<file path="src/rtl/npc_pkg.sv">
`default_nettype none
// +------------------------------------------------------------------+
// | npc_pkg: branch condition codes, exception causes, vector defaults |
// | Revision: 1.0                                                      |
// +------------------------------------------------------------------+
package npc_pkg;

    typedef enum logic [2:0] {
        BR_EQ  = 3'd0,
        BR_NE  = 3'd1,
        BR_LEZ = 3'd2,
        BR_GTZ = 3'd3,
        BR_LTZ = 3'd4,
        BR_GEZ = 3'd5
    } br_cond_e;

    localparam logic [1:0]  CAUSE_INT     = 2'd0;
    localparam logic [1:0]  CAUSE_ADEL    = 2'd1;

    localparam logic [31:0] DEF_RESET_VEC = 32'h0000_3000;
    localparam logic [31:0] DEF_EXC_VEC   = 32'h0000_4180;

endpackage
`default_nettype wire

</file>
<file path="src/rtl/branch_cond_eval.sv">
`default_nettype none
// +------------------------------------------------------------------+
// | branch_cond_eval: decodes a branch condition code against flags    |
// | Revision: 1.0                                                      |
// +------------------------------------------------------------------+
module branch_cond_eval
    import npc_pkg::*;
(
    input  logic [2:0] br_cond,
    input  logic       zero,
    input  logic       sign,
    output logic       cond
);

    always_comb begin
        cond = 1'b0;
        case (br_cond)
            BR_EQ:   cond = zero;
            BR_NE:   cond = ~zero;
            BR_LEZ:  cond = sign | zero;
            BR_GTZ:  cond = ~sign & ~zero;
            BR_LTZ:  cond = sign;
            BR_GEZ:  cond = ~sign;
            default: cond = 1'b0;
        endcase
    end

endmodule
`default_nettype wire

</file>
<file path="src/rtl/npc_pc_ctrl.sv">
`default_nettype none
// +------------------------------------------------------------------+
// | npc_pc_ctrl: PC register, next-PC selection, exception entry/return |
// | Revision: 1.0                                                      |
// +------------------------------------------------------------------+
module npc_pc_ctrl
    import npc_pkg::*;
#(
    parameter int          ADDR_W    = 32,
    parameter logic [31:0] RESET_VEC = DEF_RESET_VEC,
    parameter logic [31:0] EXC_VEC   = DEF_EXC_VEC,
    parameter int          CNT_W     = 32
) (
    input  logic              clk,
    input  logic              rst_n,
    input  logic              I_Ready,
    input  logic              Stall,
    input  logic              Jump,
    input  logic              JumpReg,
    input  logic              Branch,
    input  logic [2:0]        BrCond,
    input  logic              Zero,
    input  logic              Sign,
    input  logic [15:0]       Imm16,
    input  logic [25:0]       J_Target,
    input  logic [ADDR_W-1:0] RegTarget,
    input  logic              ExcReq,
    input  logic              Eret,
    output logic [ADDR_W-3:0] I_Addr,
    output logic [ADDR_W-3:0] Next_I_Addr,
    output logic [ADDR_W-3:0] EPC,
    output logic              ExcMode,
    output logic [1:0]        Cause,
    output logic [CNT_W-1:0]  RetireCnt
);

    localparam int              PC_W   = ADDR_W - 2;
    localparam logic [PC_W-1:0] PC_ONE = {{(PC_W-1){1'b0}}, 1'b1};
    localparam logic [CNT_W-1:0] CNT_ONE = {{(CNT_W-1){1'b0}}, 1'b1};

    logic [PC_W-1:0]  r_pc;
    logic [PC_W-1:0]  r_epc;
    logic             r_exc_mode;
    logic [1:0]       r_cause;
    logic [CNT_W-1:0] r_cnt;

    logic             w_adv;
    logic             w_cond;
    logic             w_taken;
    logic             w_misalign;
    logic             w_exc;
    logic             w_eret;
    logic [PC_W-1:0]  w_pc1;
    logic [PC_W-1:0]  w_b_addr;
    logic [PC_W-1:0]  w_j_addr;
    logic [PC_W-1:0]  w_r_addr;
    logic [PC_W-1:0]  w_next;

    branch_cond_eval u_cond (
        .br_cond (BrCond),
        .zero    (Zero),
        .sign    (Sign),
        .cond    (w_cond)
    );

    assign w_adv      = I_Ready & ~Stall;
    assign w_taken    = Branch & w_cond;
    assign w_misalign = JumpReg & (RegTarget[1:0] != 2'b00);
    assign w_exc      = ExcReq | w_misalign;
    assign w_eret     = Eret & r_exc_mode;

    assign w_pc1    = r_pc + PC_ONE;
    assign w_b_addr = w_pc1 + {{(PC_W-16){Imm16[15]}}, Imm16};
    assign w_r_addr = RegTarget[ADDR_W-1:2];

    // At the narrowest width the 26-bit jump field covers the whole PC.
    if (ADDR_W > 28) begin : g_jaddr_region
        assign w_j_addr = {r_pc[PC_W-1:26], J_Target};
    end else begin : g_jaddr_full
        assign w_j_addr = J_Target[PC_W-1:0];
    end

    always_comb begin
        w_next = w_pc1;
        if (w_exc)
            w_next = EXC_VEC[ADDR_W-1:2];
        else if (w_eret)
            w_next = r_epc;
        else if (Jump)
            w_next = w_j_addr;
        else if (JumpReg)
            w_next = w_r_addr;
        else if (w_taken)
            w_next = w_b_addr;
    end

    always_ff @(posedge clk or negedge rst_n) begin
        if (!rst_n) begin
            r_pc       <= RESET_VEC[ADDR_W-1:2];
            r_epc      <= '0;
            r_exc_mode <= 1'b0;
            r_cause    <= CAUSE_INT;
            r_cnt      <= '0;
        end else if (w_adv) begin
            r_pc  <= w_next;
            r_cnt <= r_cnt + CNT_ONE;
            if (w_exc) begin
                // A nested exception keeps the original return address.
                if (!r_exc_mode)
                    r_epc <= r_pc;
                r_exc_mode <= 1'b1;
                r_cause    <= ExcReq ? CAUSE_INT : CAUSE_ADEL;
            end else if (w_eret) begin
                r_exc_mode <= 1'b0;
            end
        end
    end

    assign I_Addr      = r_pc;
    assign Next_I_Addr = w_next;
    assign EPC         = r_epc;
    assign ExcMode     = r_exc_mode;
    assign Cause       = r_cause;
    assign RetireCnt   = r_cnt;

endmodule
`default_nettype wire
</file>
<file path="config.mk">
export PLATFORM = sky130hd
export DESIGN_NAME = npc_pc_ctrl
export DESIGN_NICKNAME = d
export VERILOG_FILES = /design/src/rtl/npc_pkg.sv /design/src/rtl/branch_cond_eval.sv /design/src/rtl/npc_pc_ctrl.sv
export SDC_FILE = /design/constraint.sdc
export NUM_CORES = 1
export LEC_CHECK = 0
export ABC_AREA = 1
export CORE_UTILIZATION = 38
export CTS_CLUSTER_DIAMETER = 200
export DETAILED_ROUTE_END_ITERATION = 8
export GPL_TIMING_DRIVEN = 0
export PLACE_DENSITY = 0.75
export SLEW_MARGIN = 20
export SYNTH_ARGS = -nofsm -noshare
export SYNTH_HDL_FRONTEND = slang
export SYNTH_HIERARCHICAL = 1
export SYNTH_SLANG_ARGS = --single-unit
</file>
<file path="constraint.sdc">
create_clock -name clk -period 4.6 [get_ports clk]
set_input_delay 0.92 -clock clk [delete_from_list [all_inputs] [get_ports clk]]
set_output_delay 0.92 -clock clk [all_outputs]
set_load 0.01 [all_outputs]
</file>
# Word level (Yosys, flattened, before mapping)
# Cells that the tools add are included.
[classes]
n_addsub = 3
eq_ne = 5
muxes = 9
bitwise_logic = 11
n_reduce_logical = 6
[ops]
columns = ["cell", "count"]
rows = [
  ["two-way mux 30 bit", 5],
  ["adder 32 x 1 -> 32 bit, second input constant", 1],
  ["adder 30 x 1 -> 30 bit, second input constant", 1],
  ["adder 30 bit", 1],
  ["equality test 3 x 2 -> 1 bit, second input constant", 2],
  ["equality test 3 bit, second input constant", 2],
  ["case mux 1 bit (6 select lines)", 1],
  ["AND 1 bit", 5],
  ["inverter 1 bit", 4],
  ["AND reduction 2 bit", 2],
  ["nonzero test 2 bit", 2],
  ["equality test 3 x 1 -> 1 bit, second input constant", 1],
  ["logical NOT 3 bit", 1],
  ["two-way mux 1 bit", 3],
  ["AND reduction 3 bit", 1],
  ["bitwise OR 1 bit", 2],
]
[word_totals]
register_bits = 95
input_bits = 88
out_inout_bits = 125
word_cells = 39

# Depth between registers and ports, before layout
# Gate-level depths: netlist of the first run.
[logic_depth]
ltp_word = 9
depth_mapped = 29
mapped_depth_nobuf = 29

# By module
# Netlist of the first run, hierarchy kept.
[by_module_without_submodules]
columns = ["module", "n_inst", "cells_per_inst", "area_per_inst_um2"]
rows = [
  ["npc_pc_ctrl", 1, 1380, 8430.6],
  ["branch_cond_eval", 1, 15, 60.1],
]

# Worst setup path before layout of the first run
# OpenSTA, ideal clock, no wires.
[synth_timing]
path_type = "register to output"
start = "register r_pc[10] (netlist: I_Addr[10])"
end = "output Next_I_Addr[24]"
arrival_ns = 2.834
path_slack_ns = 0.846
stages_incl_launch_ff = 22
path_buffers = 0
path_cell_list = "dfstp_2 > nand2_1 > nor2_1 > inv_1 > nor3_1 > nand3_1 > nand2_1 > inv_1 > ha_1 > inv_1 > nor3_1 > and2_1 > nand3_1 > nand3_1 > nand2_1 > nand3_1 > nand2_1 > nand2_1 > nand2_1 > nand2_1 > nand2_1 > nor2_1"
[synth_between]
elab_chain_cells = 7
[synth_lines]
columns = ["item", "line_no", "rtl"]
rows = [
  ["from (decl)", "npc_pc_ctrl.sv:41", "logic [PC_W-1:0] r_pc;"],
  ["from (signal assigned)", "npc_pc_ctrl.sv:99", "r_pc <= RESET_VEC[ADDR_W-1:2];"],
  ["from (signal assigned)", "npc_pc_ctrl.sv:105", "r_pc <= w_next;"],
  ["adder 30 x 1 -> 30 bit (*)", "npc_pc_ctrl.sv:72", "assign w_pc1 = r_pc + PC_ONE;"],
  ["adder 30 bit", "npc_pc_ctrl.sv:73", "assign w_b_addr = w_pc1 + {{(PC_W-16){Imm16[15]}}, Imm16};"],
  ["two-way mux 30 bit (*)", "npc_pc_ctrl.sv:93", "else if (w_taken)"],
  ["two-way mux 30 bit (*)", "npc_pc_ctrl.sv:91", "else if (JumpReg)"],
  ["two-way mux 30 bit (*)", "npc_pc_ctrl.sv:89", "else if (Jump)"],
  ["two-way mux 30 bit (*)", "npc_pc_ctrl.sv:87", "else if (w_eret)"],
  ["two-way mux 30 bit (*)", "npc_pc_ctrl.sv:85", "if (w_exc)"],
  ["to (decl)", "npc_pc_ctrl.sv:30", "output logic [ADDR_W-3:0] Next_I_Addr,"],
]
# Every way passes the cells marked *; elsewhere a longest branch is shown, timed or not.

# Worst setup path in the final report of the first run
[layout_timing]
start = "register r_pc[0] (netlist: I_Addr[0])"
end = "output Next_I_Addr[29]"
# Same word-level chain as after synthesis.

==> results of run 1 <==
==> final cells by class <==
cell class                      instances  area, um2
Clock buffer                           10      239.0
Sequential cell                        94       2372
Multi-Input combinational cell       1073       6555
Fill cell                            2099       8986
Timing Repair Buffer                  261       2425
Buffer                                 42      178.9
Inverter                              186      701.9
Clock inverter                          5      82.58
Tap cell                              280      350.3
==> per-stage QoR <==
stage	utilization	setup WS [ns]	instance area (um2)	power [mW]	hold WS (ns)
after floorplan	-	0.8464	8491	1.779	0.4954
after global placement	0.4994	-0.9056	10930	2.424	0.4801
after detailed placement	0.5007	-0.8472	10960	2.440	0.4806
after CTS	0.5506	-0.01892	12050	3.375	0.4760
after global routing	0.5895	-0.1180	12900	3.770	0.4832
final	0.5895	0.09070	12900	3.589	0.4648
==> cells in the mapped netlist, types with 2 or more instances <==
cell type | n | area [um2]
a21boi_0 | 2 | 15.01
a21oi_1 | 62 | 310.3
a31oi_1 | 3 | 18.77
and2_1 | 2 | 12.51
buf_1 | 5 | 18.77
buf_2 | 8 | 40.04
clkbuf_1 | 28 | 105.1
clkinv_1 | 2 | 7.510
dfrtp_1 | 92 | 2302
dfstp_2 | 2 | 52.55
ha_1 | 36 | 450.4
inv_1 | 183 | 686.9
mux2_2 | 2 | 22.52
nand2_1 | 483 | 1813
nand2_2 | 4 | 25.02
nand3_1 | 97 | 485.5
nand3_2 | 3 | 30.03
nand4_1 | 16 | 100.1
nor2_1 | 161 | 604.3
nor2_2 | 4 | 25.02
nor2_4 | 4 | 45.04
nor3_1 | 18 | 90.09
nor4_1 | 3 | 18.77
o211ai_1 | 8 | 60.06
o21ai_0 | 91 | 455.4
o21bai_1 | 10 | 75.07
or2_2 | 3 | 18.77
xnor2_1 | 8 | 70.07
xor2_1 | 35 | 306.5
==> where the power goes <==
group	leakage (nW)	switching, mW	internal [mW]
clock	0.159	0.319	0.490
sequential	1.20	0.158	0.946
combinational	4.85	0.950	0.727
==> repair_timing <==
item | in CTS | in global routing
endpoints found under the setup margin | 25 | 28
gates resized for setup | 179 | 243
pin swaps | 32 | 81
buffers inserted | 29 | 22
hold buffers | 0 | 0
==> flip-flops by register name, summed over array words and instances (netlist names) <==
name,flops
Cause,1
EPC,30
ExcMode,1
I_Addr,30
RetireCnt,32
==> cells by family after synthesis <==
| group | count (synthesis) | synth area share |
|---|---|---|
| buffers and inverters | 228 | 0.1024 |
| XOR/XNOR | 44 | 0.04627 |
| AND/OR/NAND/NOR | 807 | 0.3996 |
| multiplexers | 2 | 0.002652 |
| flip-flops | 94 | 0.2773 |
| other | 1 | 0.0004417 |
| AO/OA/AOI/OAI | 182 | 0.1158 |
| adder cells (fa/ha/maj) | 37 | 0.05541 |
==> routing by layer <==
metal	track usage	vias to the layer above	wire (um)
li1	-	4933	-
met1	0.4002	4869	14840
met2	0.5009	517	16750
met3	0.06048	77	3135
met4	0.08900	0	881
met5	0	-	0
==> worst max path at each step <==
stage | startpoint | end | slack, ns | depth (start not counted)
after CTS | Imm16[0] | Next_I_Addr[18] | -0.02 | 19
final | I_Addr[0] | Next_I_Addr[29] | 0.09 | 22
after detailed placement | Imm16[15] | Next_I_Addr[18] | -0.85 | 16
after global routing | I_Addr[7] | Next_I_Addr[29] | -0.12 | 24
after global placement | rst_n | EPC[26] | -0.91 | 1
after floorplan | I_Addr[10] | Next_I_Addr[24] | 0.85 | 21
==> impl_results.md, run 1 <==
* Die width at approximately 150 um
* Die area at ~0.023 mm2
* Antenna Nets Post-Route at 0
* Fin. Hold Viols at 0
* P_leak at about 6.2 nW
* CP max stage delay at 0.51 ns
* Max-slew headroom at 0.4175
* Worst Max-Slew Pin Slew at approximately 0.87 ns
* Crit path cell chain: ha_4 > nand2_2 > nor2_4 > buf_4 > nand2_8 > xor2_4 > ha_4 > a21oi_2 > nand2_2 > a21oi_2 > nand2_2 > buf_4 > a21oi_2 > nand2_1 > nand3_1 > nand2_1 > nand2_1 > nand2_1 > nand2_2 > nand2_2 > nor2_4 > buf_6
* Final Skew at 0.01358 ns
* Seq/Total Area, Yosys at 0.2773
* # nets final at ~1800
* CTS tree: built
* Final Wtd Congestion at roughly 0.96
* Synth Instances at between 1000 and 1500
* Peak Freq at between 200 and 250 MHz
* Port Buffers at 209
* Layout area overhead at 51.99%
* Synth Flop Type: dfrtp_1
* Placed insts at 1885
* FF-to-FF setup slack at ~1.3 ns
* Endpoint class of the critical path: output port
* Largest net degree at the start of global routing at 62
* Vias in the first global route at approximately 9700
* Reg2reg path depth at 17
* Max_cap viols at 0
* Yosys cell types at about 50
* RSZ-0062 raised after global routing: true
* CP bufs+invs at 3
* Vias post-DR at approximately 10000
* TritonRoute pass-1 iters at 5
* Reg2reg start: I_Addr[0]
* Maximum VDD drop at roughly 0.25 mV
* Initial Util at 0.3879
* Hold Path Class: input pin to asynchronous set/reset pin
* Minimum clock period at 4.509 ns
* Die Height at between 150 and 200 um
* Status: complete, no violations
* CP max-delay cell: dfrtp_2
* # DRC at 0
* Layout cell share with drive strength beyond 1 at 0.2340
* Non-Filler Instances at 1951
* Critical R2R Capture: I_Addr[8]
* Clock sink count at 94
* Yosys warning total at 6
* Vias per inst at approximately 5.3
* CTS Buffer Depth at 2
* Htree depth at 3
* CTS clock-pin slew for the worst setup and hold paths at ~0.070 ns
* CP arrival at ~3.6 ns
* Worst EP required at roughly 3.7 ns
* TritonCTS buffer count at 9
* Routed WL at between 30000 and 40000 um
* Avg Synthesized Cell Area at 6.086 um2
* Cell Pwr Density at 278.1 mW/mm2
* Syn nets at 1520
* Routed len/inst at 18.25 um
* Core Area at roughly 0.022 mm2
* Synth Cell Area at 0.008491 mm2
* WS Path Type: flop to output port
* CP Launch Type: flop
* Top delay family on crit path: simple AND/OR/NAND/NOR gates
* # diodes at 0
* Rows at 54
* EDFF count, synth at 0
* Slew Limit Fails at 0
* Commonest non-fill, non-tap cell in the layout: nand2_1
* I/O pins at ~210
* Ys async rst share at 1.000
* Fin crit share at 0.9803
* Most frequent cells in the layout: 409 x nand2_1, 183 x clkdlybuf4s50_1, 163 x inv_1
* Most numerous cell on the critical path: nand2_2
* Yosys reg bits at 94
* Initial antenna violation count at 0
* Iteration-0 DRC Markers at 868
* CP Max Fanout at 5
* Gr usage total at 0.3038
* Clk Latency, worst-skew pair at 0.34 ns
* Final setup viols at 0
* Setup_tns at 0 ns
* Clock root buffer: clkbuf_16
* First-pass GRT wire length at about 53000 um
* GR Overflow Total at 0
* Post-DP HPWL at 27160 um
Power figures use the tool's default switching activity.
==> inputs of run 2 (changes only) <==
- CORE_MARGIN: unset -> 2
==> run 2 against run 1 <==
Worst hold slack better by 0.020 ns. Highest routed layer unchanged. Flip-flop and latch count stayed put. Clock skew is 0.0015 ns higher. Routed wire length grew 1.0%. Critical path type unchanged. Cell count up 0.26%. First-iteration DRC count increased by 13%.
==> impl_results.md, run 2 (same netlist as run 1, synthesis figures left out) <==
* CP max stage delay at 0.40 ns (was 0.51 ns)
* Clock sink count at 94 (unchanged)
* Routed len/inst at 18.38 um (was 18.25 um)
* Hold Path Class: input pin to asynchronous set/reset pin (unchanged)
* Switching Power at 1.424 mW (was 1.426 mW)
* Fin crit share at 0.9972 (was 0.9803)
* Final Wtd Congestion at 0.9393 (was 0.9609)
* CP Launch Type: flop (unchanged)
* Most frequent cells in the layout: 428 x nand2_1, 183 x clkdlybuf4s50_1, 170 x inv_1 (was 409 x nand2_1, 183 x clkdlybuf4s50_1, 163 x inv_1)
* Comb power frac at 0.456 (was 0.467)
* Vias in the first global route at 9810 (was 9661)
* Power, Total at 3.658 mW (was 3.589 mW)
* CP Max Fanout at 5 (unchanged)
* # DRC at 0 (unchanged)
* Sw Ratio at 0.3894 (was 0.3974)
* Worst EP required at 3.68 ns (about the same)
* Core Area at 0.02189 mm2 (unchanged)
* Rows at 54 (unchanged)
* Die Height at 153.5 um (was 151.5 um)
* FILL cells at 2014 (was 2099)
* DP Area at 0.01096 mm2 (unchanged)
* Port Buffers at 209 (unchanged)
* Clk Latency, worst-skew pair at 0.35 ns (was 0.34 ns)
* Max_cap viols at 0 (unchanged)
* Top delay family on crit path: simple AND/OR/NAND/NOR gates (unchanged)
* Layout cell share with drive strength beyond 1 at 0.2106 (was 0.2340)
* # nets final at 1796 (was 1792)
* Post-DP HPWL at 27500 um (was 27160 um)
* # diodes at 0 (unchanged)
* Most numerous cell on the critical path: nand2_1 (was nand2_2)
* Die area at 0.02356 mm2 (was 0.02295 mm2)
* Gr usage total at 0.2872 (was 0.3038)
* Endpoint class of the critical path: output port (unchanged)
* Minimum clock period at 4.587 ns (was 4.509 ns)
* Design Area, Final at 0.01280 mm2 (was 0.01290 mm2)
* Final Skew at 0.01507 ns (was 0.01358 ns)
* Final setup viols at 0 (unchanged)
* Maximum VDD drop at 0.2760 mV (was 0.2515 mV)
* Vias per inst at 5.307 (was 5.329)
* Peak Freq at 218.0 MHz (was 221.8 MHz)
* RSZ-0062 raised after global routing: true (unchanged)
* Max-slew headroom at 0.4414 (was 0.4175)
* CP bufs+invs at 4 (was 3)
* Register share of total power at 0.299 (was 0.307)
* Worst Max-Slew Pin Slew at 0.8379 ns (was 0.8737 ns)
* Initial Util at 0.3879 (unchanged)
* Antenna Nets Post-Route at 0 (unchanged)
* Largest net degree at the start of global routing at 57 (was 62)
* Status: complete, no violations (unchanged)
* TritonCTS buffer count at 9 (unchanged)
* Cell internal pwr at 2.234 mW (was 2.163 mW)
* GR Overflow Total at 0 (unchanged)
* CP arrival at 3.67 ns (was 3.59 ns)
* CTS Buffer Depth at 2 (unchanged)
* Max reg flops at 32 (unchanged)
* Htree depth at 3 (unchanged)
* Initial antenna violation count at 0 (unchanged)
* Clk pwr share at 0.244 (was 0.225)
* Die width at 153.5 um (was 151.5 um)
* Fin. Hold Viols at 0 (unchanged)
* CP max-delay cell: dfrtp_2 (unchanged)
* Layout area overhead at 50.72% (was 51.99%)
* CTS tree: built (unchanged)
* First-pass GRT wire length at 53870 um (was 52840 um)
* Clock root buffer: clkbuf_16 (unchanged)
* Iteration-0 DRC Markers at 984 (was 868)
* Routed WL at 35960 um (was 35600 um)
* Cell Pwr Density at 285.9 mW/mm2 (was 278.1 mW/mm2)
* Setup_tns at 0 ns (unchanged)
* WS Path Type: flop to output port (unchanged)
* CTS clock-pin slew for the worst setup and hold paths at 0.08 ns (was 0.07 ns)
* Vias post-DR at 10380 (was 10400)
* TritonRoute pass-1 iters at 6 (was 5)
* I/O pins at 213 (unchanged)
* Slew Limit Fails at 0 (unchanged)
* Hold Buf Count CTS at 0 (unchanged)
* P_leak at 6.221 nW (was 6.209 nW)
* Commonest non-fill, non-tap cell in the layout: nand2_1 (unchanged)
## run 2: changes by cell type in the layout (fill, tap and decap cells not counted), moves of 4 or more
cell,before,now
buf_6,7,3
nor2_1,114,119
nand2_4,13,9
a21oi_2,19,14
buf_4,48,54
nand3_2,16,12
inv_1,163,170
nand3_1,82,87
nand2_2,65,51
nand2_1,409,428
inv_2,20,12
nor2_2,30,26
a21oi_1,39,44
## run 2: power groups by stage
stage	Clock, mW	Combinational [mW]	Sequential, mW
2_1_floorplan	0	0.666	1.11
3_3_place_gp	0	1.33	1.10
3_5_place_dp	0	1.34	1.10
4_1_cts	0.891	1.47	1.08
5_1_grt	0.922	1.80	1.10
6_report	0.893	1.67	1.10
## run 2: timing repair
action	in CTS	in global routing
endpoints found under the setup margin	24	27
pin swaps	21	60
cloned	0	0
gates resized for setup	155	209
setup buffers	29	26
## run 2: worst paths after layout
path / startpoint / cells after the start / slack, ns / endpoint
max: I_Addr[6] / 26 / 0.01 / Next_I_Addr[29]
min: rst_n / 1 / 0.48 / EPC[3]
max reg2reg: I_Addr[0] / 25 / 0.70 / I_Addr[4]
min reg2reg: RetireCnt[12] / 1 / 0.50 / RetireCnt[12]
max in group asynchronous: rst_n / 2 / 3.49 / I_Addr[21]
min in group clk: RetireCnt[12] / 1 / 0.50 / RetireCnt[12]
## run 2: worst register-to-register path: stages (launching register included)
cell        delay (ns)
dfrtp_2           0.41
buf_4             0.14
clkinvlp_4        0.10
nor2_4            0.20
nand2_1           0.09
nand2_1           0.17
ha_1              0.33
nand2_1           0.12
nand2_1           0.07
nor2_2            0.16
or2_2             0.13
nand3_1           0.08
o211ai_1          0.12
nand3_1           0.09
o21ai_0           0.21
a21oi_1           0.19
buf_4             0.18
buf_4             0.12
buf_4             0.13
buf_4             0.12
buf_4             0.12
buf_4             0.12
buf_4             0.12
buf_4             0.12
nand2_1           0.04
o21ai_0           0.09
## run 2: final cells by class
type,count,area [um2],share of cell area
inverters,186,704.4,0.05504
well taps,280,350.3,0.02738
plain buffers,42,180.2,0.01408
flip-flops and latches,94,2372,0.1854
repair buffers,265,2451,0.1915
clock buffers,11,252.7,0.01975
multi-input cells,1073,6382,0.4987
clock inverters,5,103.9,0.008115
## run 2: metrics by stage
step / instances / hold WS, ns / setup WS (ns) / utilization
3_3_place_gp: 1884 / 0.4816 / -0.8906 / 0.4994
3_5_place_dp: 1885 / 0.4891 / -0.8653 / 0.5007
6_report: 1956 / 0.4844 / 0.01290 / 0.5846
5_1_grt: 1956 / 0.5219 / -0.2204 / 0.5846
2_1_floorplan: 1395 / 0.4954 / 0.8464 / -
4_1_cts: 1930 / 0.4954 / -0.09580 / 0.5476
## run 2: per-layer routing
layer | GRT usage | part of all wire | vias to the layer above
li1 | - | - | 4954
met1 | 0.3864 | 0.41 | 4804
met2 | 0.4815 | 0.47 | 532
met3 | 0.05047 | 0.092 | 90
met4 | 0.06772 | 0.028 | 0
met5 | 0 | 0 | -
